### src/rtl/muldiv_unit.sv
// Multi-cycle multiply/divide unit with architectural HI/LO registers.
// Single-cycle 32x32 multiply; 32-iteration radix-2 restoring divide.
module muldiv_unit (
    input  logic        clk,
    input  logic        rst,
    input  logic        en,
    input  logic        flush,
    input  logic        mult,
    input  logic        div,
    input  logic        mdsign,
    input  logic [1:0]  hilowen,
    input  logic [1:0]  hiloren,
    input  logic [31:0] rega,
    input  logic [31:0] regb,
    output logic        stall,
    output logic [31:0] hilo_rdata,
    output logic [31:0] hi,
    output logic [31:0] lo
);

    typedef enum logic [1:0] {IDLE, MUL, DIV, DONE} state_t;

    state_t      state, state_nxt;
    logic [4:0]  cnt;
    logic [31:0] b_mag, quot, rem;
    logic [63:0] prod;
    logic        op_signed, op_div, a_neg, b_neg;

    logic        start, hilo_wr, neg_q;
    logic [31:0] a_mag_c, b_mag_c, quot_fix, rem_fix;
    logic [32:0] rem_shift, rem_trial;
    logic [63:0] prod_fix;

    assign start   = (state == IDLE) && en && !flush && (mult || div);
    assign hilo_wr = (state == IDLE) && en && !flush && !mult && !div && (|hilowen);

    assign a_mag_c = (mdsign && rega[31]) ? -rega : rega;
    assign b_mag_c = (mdsign && regb[31]) ? -regb : regb;

    // quot starts as the dividend and shifts out MSB-first while quotient bits shift in
    assign rem_shift = {rem, quot[31]};
    assign rem_trial = rem_shift - {1'b0, b_mag};

    assign neg_q    = op_signed && (a_neg ^ b_neg);
    assign prod_fix = neg_q ? -prod : prod;
    assign quot_fix = neg_q ? -quot : quot;
    assign rem_fix  = (op_signed && a_neg) ? -rem : rem;

    always_comb begin
        state_nxt = state;
        stall     = 1'b0;
        case (state)
            IDLE: begin
                if (start) begin
                    stall     = 1'b1;
                    state_nxt = mult ? MUL : DIV;
                end
            end
            MUL: begin
                stall     = 1'b1;
                state_nxt = DONE;
            end
            DIV: begin
                stall = 1'b1;
                if (cnt == 5'd31) state_nxt = DONE;
            end
            DONE:    state_nxt = IDLE;
            default: state_nxt = IDLE;
        endcase
        if (flush) begin
            stall     = 1'b0;
            state_nxt = IDLE;
        end
        if (rst) stall = 1'b0;
    end

    always_ff @(posedge clk) begin
        if (rst) state <= IDLE;
        else     state <= state_nxt;
    end

    always_ff @(posedge clk) begin
        if (rst) begin
            cnt <= '0;
            hi  <= '0;
            lo  <= '0;
        end else if (flush) begin
            cnt <= '0;
        end else begin
            case (state)
                IDLE: begin
                    if (start) begin
                        quot      <= a_mag_c;
                        b_mag     <= b_mag_c;
                        rem       <= '0;
                        cnt       <= '0;
                        op_signed <= mdsign;
                        op_div    <= !mult;
                        a_neg     <= rega[31];
                        b_neg     <= regb[31];
                    end else if (hilo_wr) begin
                        if (hilowen[1]) hi <= rega;
                        if (hilowen[0]) lo <= rega;
                    end
                end
                MUL: prod <= 64'(quot) * 64'(b_mag);
                DIV: begin
                    cnt <= cnt + 5'd1;
                    if (!rem_trial[32]) begin
                        rem  <= rem_trial[31:0];
                        quot <= {quot[30:0], 1'b1};
                    end else begin
                        rem  <= rem_shift[31:0];
                        quot <= {quot[30:0], 1'b0};
                    end
                end
                DONE: begin
                    if (op_div) begin
                        hi <= rem_fix;
                        lo <= quot_fix;
                    end else begin
                        hi <= prod_fix[63:32];
                        lo <= prod_fix[31:0];
                    end
                end
                default: ;
            endcase
        end
    end

    always_comb begin
        hilo_rdata = '0;
        if (hiloren[1])      hilo_rdata = hi;
        else if (hiloren[0]) hilo_rdata = lo;
    end

endmodule
### config.mk
export PLATFORM = sky130hd
export DESIGN_NAME = muldiv_unit
export DESIGN_NICKNAME = d
export VERILOG_FILES = /design/src/rtl/muldiv_unit.sv
export SDC_FILE = /design/constraint.sdc
export NUM_CORES = 2
export LEC_CHECK = 0
export ABC_AREA = 1
export ABC_CLOCK_PERIOD_IN_PS = 7550
export CORE_ASPECT_RATIO = 1.4
export CORE_MARGIN = 1
export CORE_UTILIZATION = 50
export CTS_CLUSTER_SIZE = 24
export DETAILED_ROUTE_END_ITERATION = 16
export PLACE_DENSITY = 0.67
export SYNTH_ARGS = -nofsm -noshare
export SYNTH_HDL_FRONTEND = slang
export SYNTH_SLANG_ARGS = --single-unit
### constraint.sdc
create_clock -name clk -period 7.55 [get_ports clk]
set_input_delay 1.1325 -clock clk [delete_from_list [all_inputs] [get_ports clk]]
set_output_delay 1.1325 -clock clk [all_outputs]
set_load 0.005 [all_outputs]
=== Word-level counts from Yosys, hierarchy flattened ===
Cells that the tools add are included.

* Bits in registers: 235
* Bits in latches: 0
* Bits in writable memories: 0
* ROM bits: 0
* Bits of input ports: 75
* Word-level logic and storage cells: 93
* Memories: 0

* Add/subtract/negate cells: 7
* $mul: 1
* Div/mod/pow operators: 0
* $lt $le $gt $ge: 0
* Eq/ne operators: 10
* Shifts and indexed selects: 0
* Multiplexer cells: 33
* Bitwise logic cells: 3
* Reductions and logical operators: 27

{| class="wikitable"
|+ Operators by type and width
! operator !! count
|-
| 32-bit 2-to-1 mux || 17
|-
| 32-bit case mux with 2 select lines || 4
|-
| 32-bit negator || 4
|-
| 32-bit by 32-bit multiplier with 64-bit output || 1
|-
| 64-bit 2-to-1 mux || 1
|-
| 64-bit negator || 1
|-
| 33-bit by 32-bit subtractor with 33-bit output || 1
|-
| 2-bit inequality test, second input constant || 6
|-
| 1-bit logical AND || 10
|-
| 5-bit case mux with 2 select lines || 1
|-
| 5-bit AND reduction || 2
|-
| 2-bit case mux with 4 select lines || 1
|-
| 4-bit AND reduction || 2
|-
| 2-bit 2-to-1 mux || 3
|-
| 2-bit OR reduction || 3
|-
| 5-bit by 1-bit adder with 5-bit output, second input constant || 1
|-
| 5-bit equality test, second input constant || 1
|-
| 5-bit 2-to-1 mux || 1
|-
| 2-bit equality test, second input constant || 2
|-
| 1-bit 2-to-1 mux || 4
|-
| 2-bit AND reduction || 2
|-
| 2-bit nonzero test || 2
|-
| 1-bit zero test || 3
|-
| 3-bit AND reduction || 1
|-
| 6 further kinds || 7
|}

=== Logic depth before layout (Yosys ltp) ===
* Depth after elaboration: 9
* Mapped depth: 31

=== Worst setup path before layout ===
OpenSTA, ideal clock, no wires.

* Path kind: register to register
* Start point: register quot[12]
* End point: register prod[51], data pin
* Arrival time: 6.310 ns
* Setup slack: 0.988 ns
* Stages on the path, launching flop included: 28
* Path buffers: 2
* Period minus slack after synthesis: 6.562 ns
* Path through: edfxtp_1 -> clkbuf_1 -> buf_1 -> nand2_1 -> inv_1 -> fa_1 -> fa_1 -> fa_1 -> inv_1 -> fa_1 -> inv_1 -> fa_1 -> inv_1 -> fa_1 -> inv_1 -> fa_1 -> fa_1 -> ha_1 -> a21oi_1 -> a21boi_0 -> o21ai_0 -> o21bai_1 -> nand2_1 -> nand2_1 -> nand2_1 -> nand2_1 -> nand2_1 -> nand2_1

* Longest elaborated chain between the ends: 1

{| class="wikitable"
|+ Ends and longest elaborated chain
! item !! line !! source
|-
| start: declaration || 25 || <nowiki>logic [31:0] b_mag, quot, rem;</nowiki>
|-
| start signal: assignment || 93 || <nowiki>quot <= a_mag_c;</nowiki>
|-
| start signal: assignment || 111 || <nowiki>quot <= {quot[30:0], 1'b1};</nowiki>
|-
| start signal: assignment || 114 || <nowiki>quot <= {quot[30:0], 1'b0};</nowiki>
|-
| 32-bit by 32-bit multiplier with 64-bit output || 106 || <nowiki>MUL: prod <= 64'(quot) * 64'(b_mag);</nowiki>
|-
| end signal: assignment || 106 ||
|-
| end: declaration || 26 || <nowiki>logic [63:0] prod;</nowiki>
|}

No other way between the ends.
A chain may end at the register's enable or synchronous reset.

=== Final worst setup path ===
* Start point: register quot[23]
* End point: register prod[33], data pin

Same word-level chain as after synthesis.

==> run summary <==
For this block, the via count after detailed routing is 48800. Dominant cell type by count on the critical path: sky130_fd_sc_hd__fa_1. The classification of the worst setup path is register to register. A synthesized cell averages 7.09 µm². After the first detailed-routing iteration, the DRC count stood at 3875. The post-detailed-placement half-perimeter wirelength is 166000 µm, and the maximum clock frequency is 136 MHz. Entering global routing, the biggest net connects 85 pins. The number of antenna violations at the first check in global routing came out at 7.

The boundary pin count came out at 172. Clock tree synthesis inserted a total of 30 buffers. Standard cell with the maximum stage delay on the critical path: sky130_fd_sc_hd__edfxtp_1. The total number of nets in the final design is 8850, and the x dimension of the die is 278 µm. The run gives 50.4% as the starting density of the core.

The total overflow left after global routing is 0. For the number of slew-limit violations in the final report, the log shows 0. Sorting the synthesized cells by area gives the leading types as sky130_fd_sc_hd__fa_1 (34%), sky130_fd_sc_hd__nand2_1 (14%), sky130_fd_sc_hd__inv_1 (13%), sky130_fd_sc_hd__edfxtp_1 (9.3%), sky130_fd_sc_hd__ha_1 (7.2%).

For the final database, setup skew stands at 38.1 ps. The worst hold path belongs to the class register to register. Wires add up to 201000 µm.

The area growth from synthesis to layout is 9.59%. The worst pin sits at a relative slew slack of 6.72%. On the worst path, the slowest cell contributes a delay of 600 ps. In the synthesized netlist the dominant register cell turns out to be sky130_fd_sc_hd__edfxtp_1. Port buffering added 171 buffers. The cell area that synthesis handed to floorplanning was 53200 µm². The floorplan has 141 rows. The number of enable-type register cells in the synthesized netlist was 164. The run gives 3 as the maximum clock path buffer count. After detailed routing, the number of vias per cell comes to 5.45.

The flow ran to the end, and the final reports show no timing, DRC or antenna violations. The tool flagged a number of max-cap violations equal to 0. STA classifies the critical path startpoint as a register. TritonCTS built the clock tree. The run gives 1 as the H-tree depth reported by CTS. For the number of nets with antenna violations after detailed routing, the log shows 0.

Counting every instance in the synthesized netlist gives 7502. For this run, the number of Yosys warnings is 0. The die footprint is 108000 µm², and the die boundary height is 388 µm. The register bit total from synthesis was 235; the number of global-route vias before repair was 51000. In the layout the commonest cells are sky130_fd_sc_hd__nand2_1 (2026), sky130_fd_sc_hd__inv_1 (1860), sky130_fd_sc_hd__fa_1 (897), sky130_fd_sc_hd__nor2_1 (638), sky130_fd_sc_hd__ha_1 (304).

The final weighted congestion of routability-driven global placement was 1.03. Number of sinks handled by clock tree synthesis: 235. Fill cells in the final layout number 10400. The first detailed-routing pass took 6 iterations. The worst setup path is captured at a register. The detailed-route wire length per cell was 22.4 µm; the number of different library cells in the post-synthesis netlist was 46. The library cell occupying the most area in the post-synthesis netlist is sky130_fd_sc_hd__fa_1.

After clock tree synthesis, the clock-pin slew on the worst setup and hold paths is 80 ps. The maximum fanout count along the critical path was 9; the measured slew at the worst slew-check pin was 1380 ps. The area share of the leading cell type in the synthesized netlist works out to 33.8%. In the final layout, the share of cells above drive strength 1 is 4.03%. The later pin in the worst-skew pair is clocked with a latency of 670 ps. The clock root buffer is sky130_fd_sc_hd__clkbuf_16.

The tools report the global-route total usage across every layer as 37.9%. The most common cell after layout, fill and taps aside is sky130_fd_sc_hd__nand2_1. The number of setup violations in the final report is 0, and the required time at the worst-slack endpoint is 7940 ps.

The final count of hold timing violations came out at 0. In the finished design, the share of the clock period the worst path needs comes to 97.3%. The core footprint is 105000 µm², and the wire length of the first global-routing pass is 303000 µm. The area of the multi-input gates is 38500 µm², and the count of buffering cells on the critical path with inverters included is 6. At the worst endpoint, the arrival time is 7740 ps. Setup repair after global routing could not meet its margin everywhere. The sequential area share after synthesis came out at 11.9%. The post-synthesis async set-or-reset flop share came out at 0%.

The post-route minimum period was 7340 ps; the sum of negative setup slack was 0 ps. Cell family with the largest share of critical-path delay: adder cells. The tools report the area taken by flip-flops and latches as 6350 µm². The signal on the critical path passes through buf_4 -> nand2_1 -> inv_1 -> fa_1 -> inv_1 -> fa_1 -> fa_1 -> fa_1 -> inv_1 -> fa_1 -> fa_1 -> fa_1 -> fa_1 -> ha_2 -> nand2_1 -> nor2_1 -> inv_1 -> nor3_1 -> inv_1 -> o21ai_0 -> a21oi_1 -> xor2_1. The run gives 0 as the remaining design rule violation count. After clock tree synthesis, the flow added hold-fix buffers numbering 0. The net count of the mapped netlist was 8782.
[cell families (layout without fill, tap and decap cells)]
logic type,Yosys count,count (layout),share of synthesized area (%)
buffers and inverters,2211,2303,15.7
AND/OR/NAND/NOR,3123,3123,23.5
AO/OA/AOI/OAI,633,633,6.28
adder cells (fa/ha/maj),1205,1205,41.0
flip-flops,235,235,11.9
other,0,1,0
XOR/XNOR,95,95,1.56
[worst min-delay path: stages (launching register included)]
cell and delay (ps):
sky130_fd_sc_hd__dfxtp_1 310, sky130_fd_sc_hd__nand2_1 60, sky130_fd_sc_hd__a21oi_1 50
[cells in the mapped netlist, drive strengths merged, types with 5 or more instances]
| cell type | count |
|---|---|
| nand2 | 2033 |
| inv | 1862 |
| fa | 897 |
| nor2 | 651 |
| ha | 308 |
| nand3 | 303 |
| o21ai | 299 |
| clkbuf | 295 |
| a21oi | 265 |
| edfxtp | 164 |
| dfxtp | 71 |
| xor2 | 65 |
| buf | 51 |
| nand4 | 46 |
| nor3 | 44 |
| xnor2 | 30 |
| nand3b | 20 |
| a31oi | 17 |
| o21bai | 15 |
| or2 | 13 |
| a21o | 11 |
| a21boi | 6 |
| o211ai | 6 |
| nor4 | 5 |
[through the flow]
step / utilization [%] / hold WS, ps / instances / instance area [µm²] / setup slack [ps]
after floorplan: - / 445 / 7502 / 53200 / 988
after global placement: 54.0 / 457 / 8868 / 57000 / 17.9
after detailed placement: 54.0 / 464 / 8868 / 57000 / 14.4
after CTS: 55.0 / 471 / 8925 / 58000 / 11.7
after global routing: 55.2 / 478 / 8952 / 58300 / -30.7
final: 55.2 / 467 / 8953 / 58300 / 206
[per-layer routing]
metal / share of wire (%) / routed length (µm) / GRT usage (%)
met5: 0.022 / 45 / 0
met4: 10 / 20700 / 32.6
met3: 6.8 / 13600 / 5.59
met2: 49 / 97800 / 65.6
met1: 34 / 68300 / 40.3
[path summary, 6_finish.rpt]
check           start       end  slack (ps)  cells past startpoint
max reg2reg  quot[23]  prod[33]         210                     22
min            cnt[4]    cnt[4]         470                      2
min reg2reg    cnt[4]    cnt[4]         470                      2
max          quot[23]  prod[33]         210                     22
[final cells by class]
class	instances	area share (%)
antenna	1	0.00429
clock buffer	38	1.43
clock inverter	18	0.348
inverter	1865	12.0
multi-input combinational	5056	66.1
sequential	235	10.9
tap	1358	2.92
timing repair buffer	382	6.28
[flip-flops by register name, indices dropped and copies added (netlist names), 2 cells and up]
register,cells
lo,32
cnt,5
prod,64
quot,32
state,2
b_mag,32
hi,32
rem,32
[timing repair]
item	4_1_cts	5_1_grt
resized for setup	0	10
endpoints found under the setup margin	1	29
setup buffers	1	27
Power is left out: the tool's default activity adds up to more than one toggle a clock period on the data nets, which glitch-free logic cannot reach.
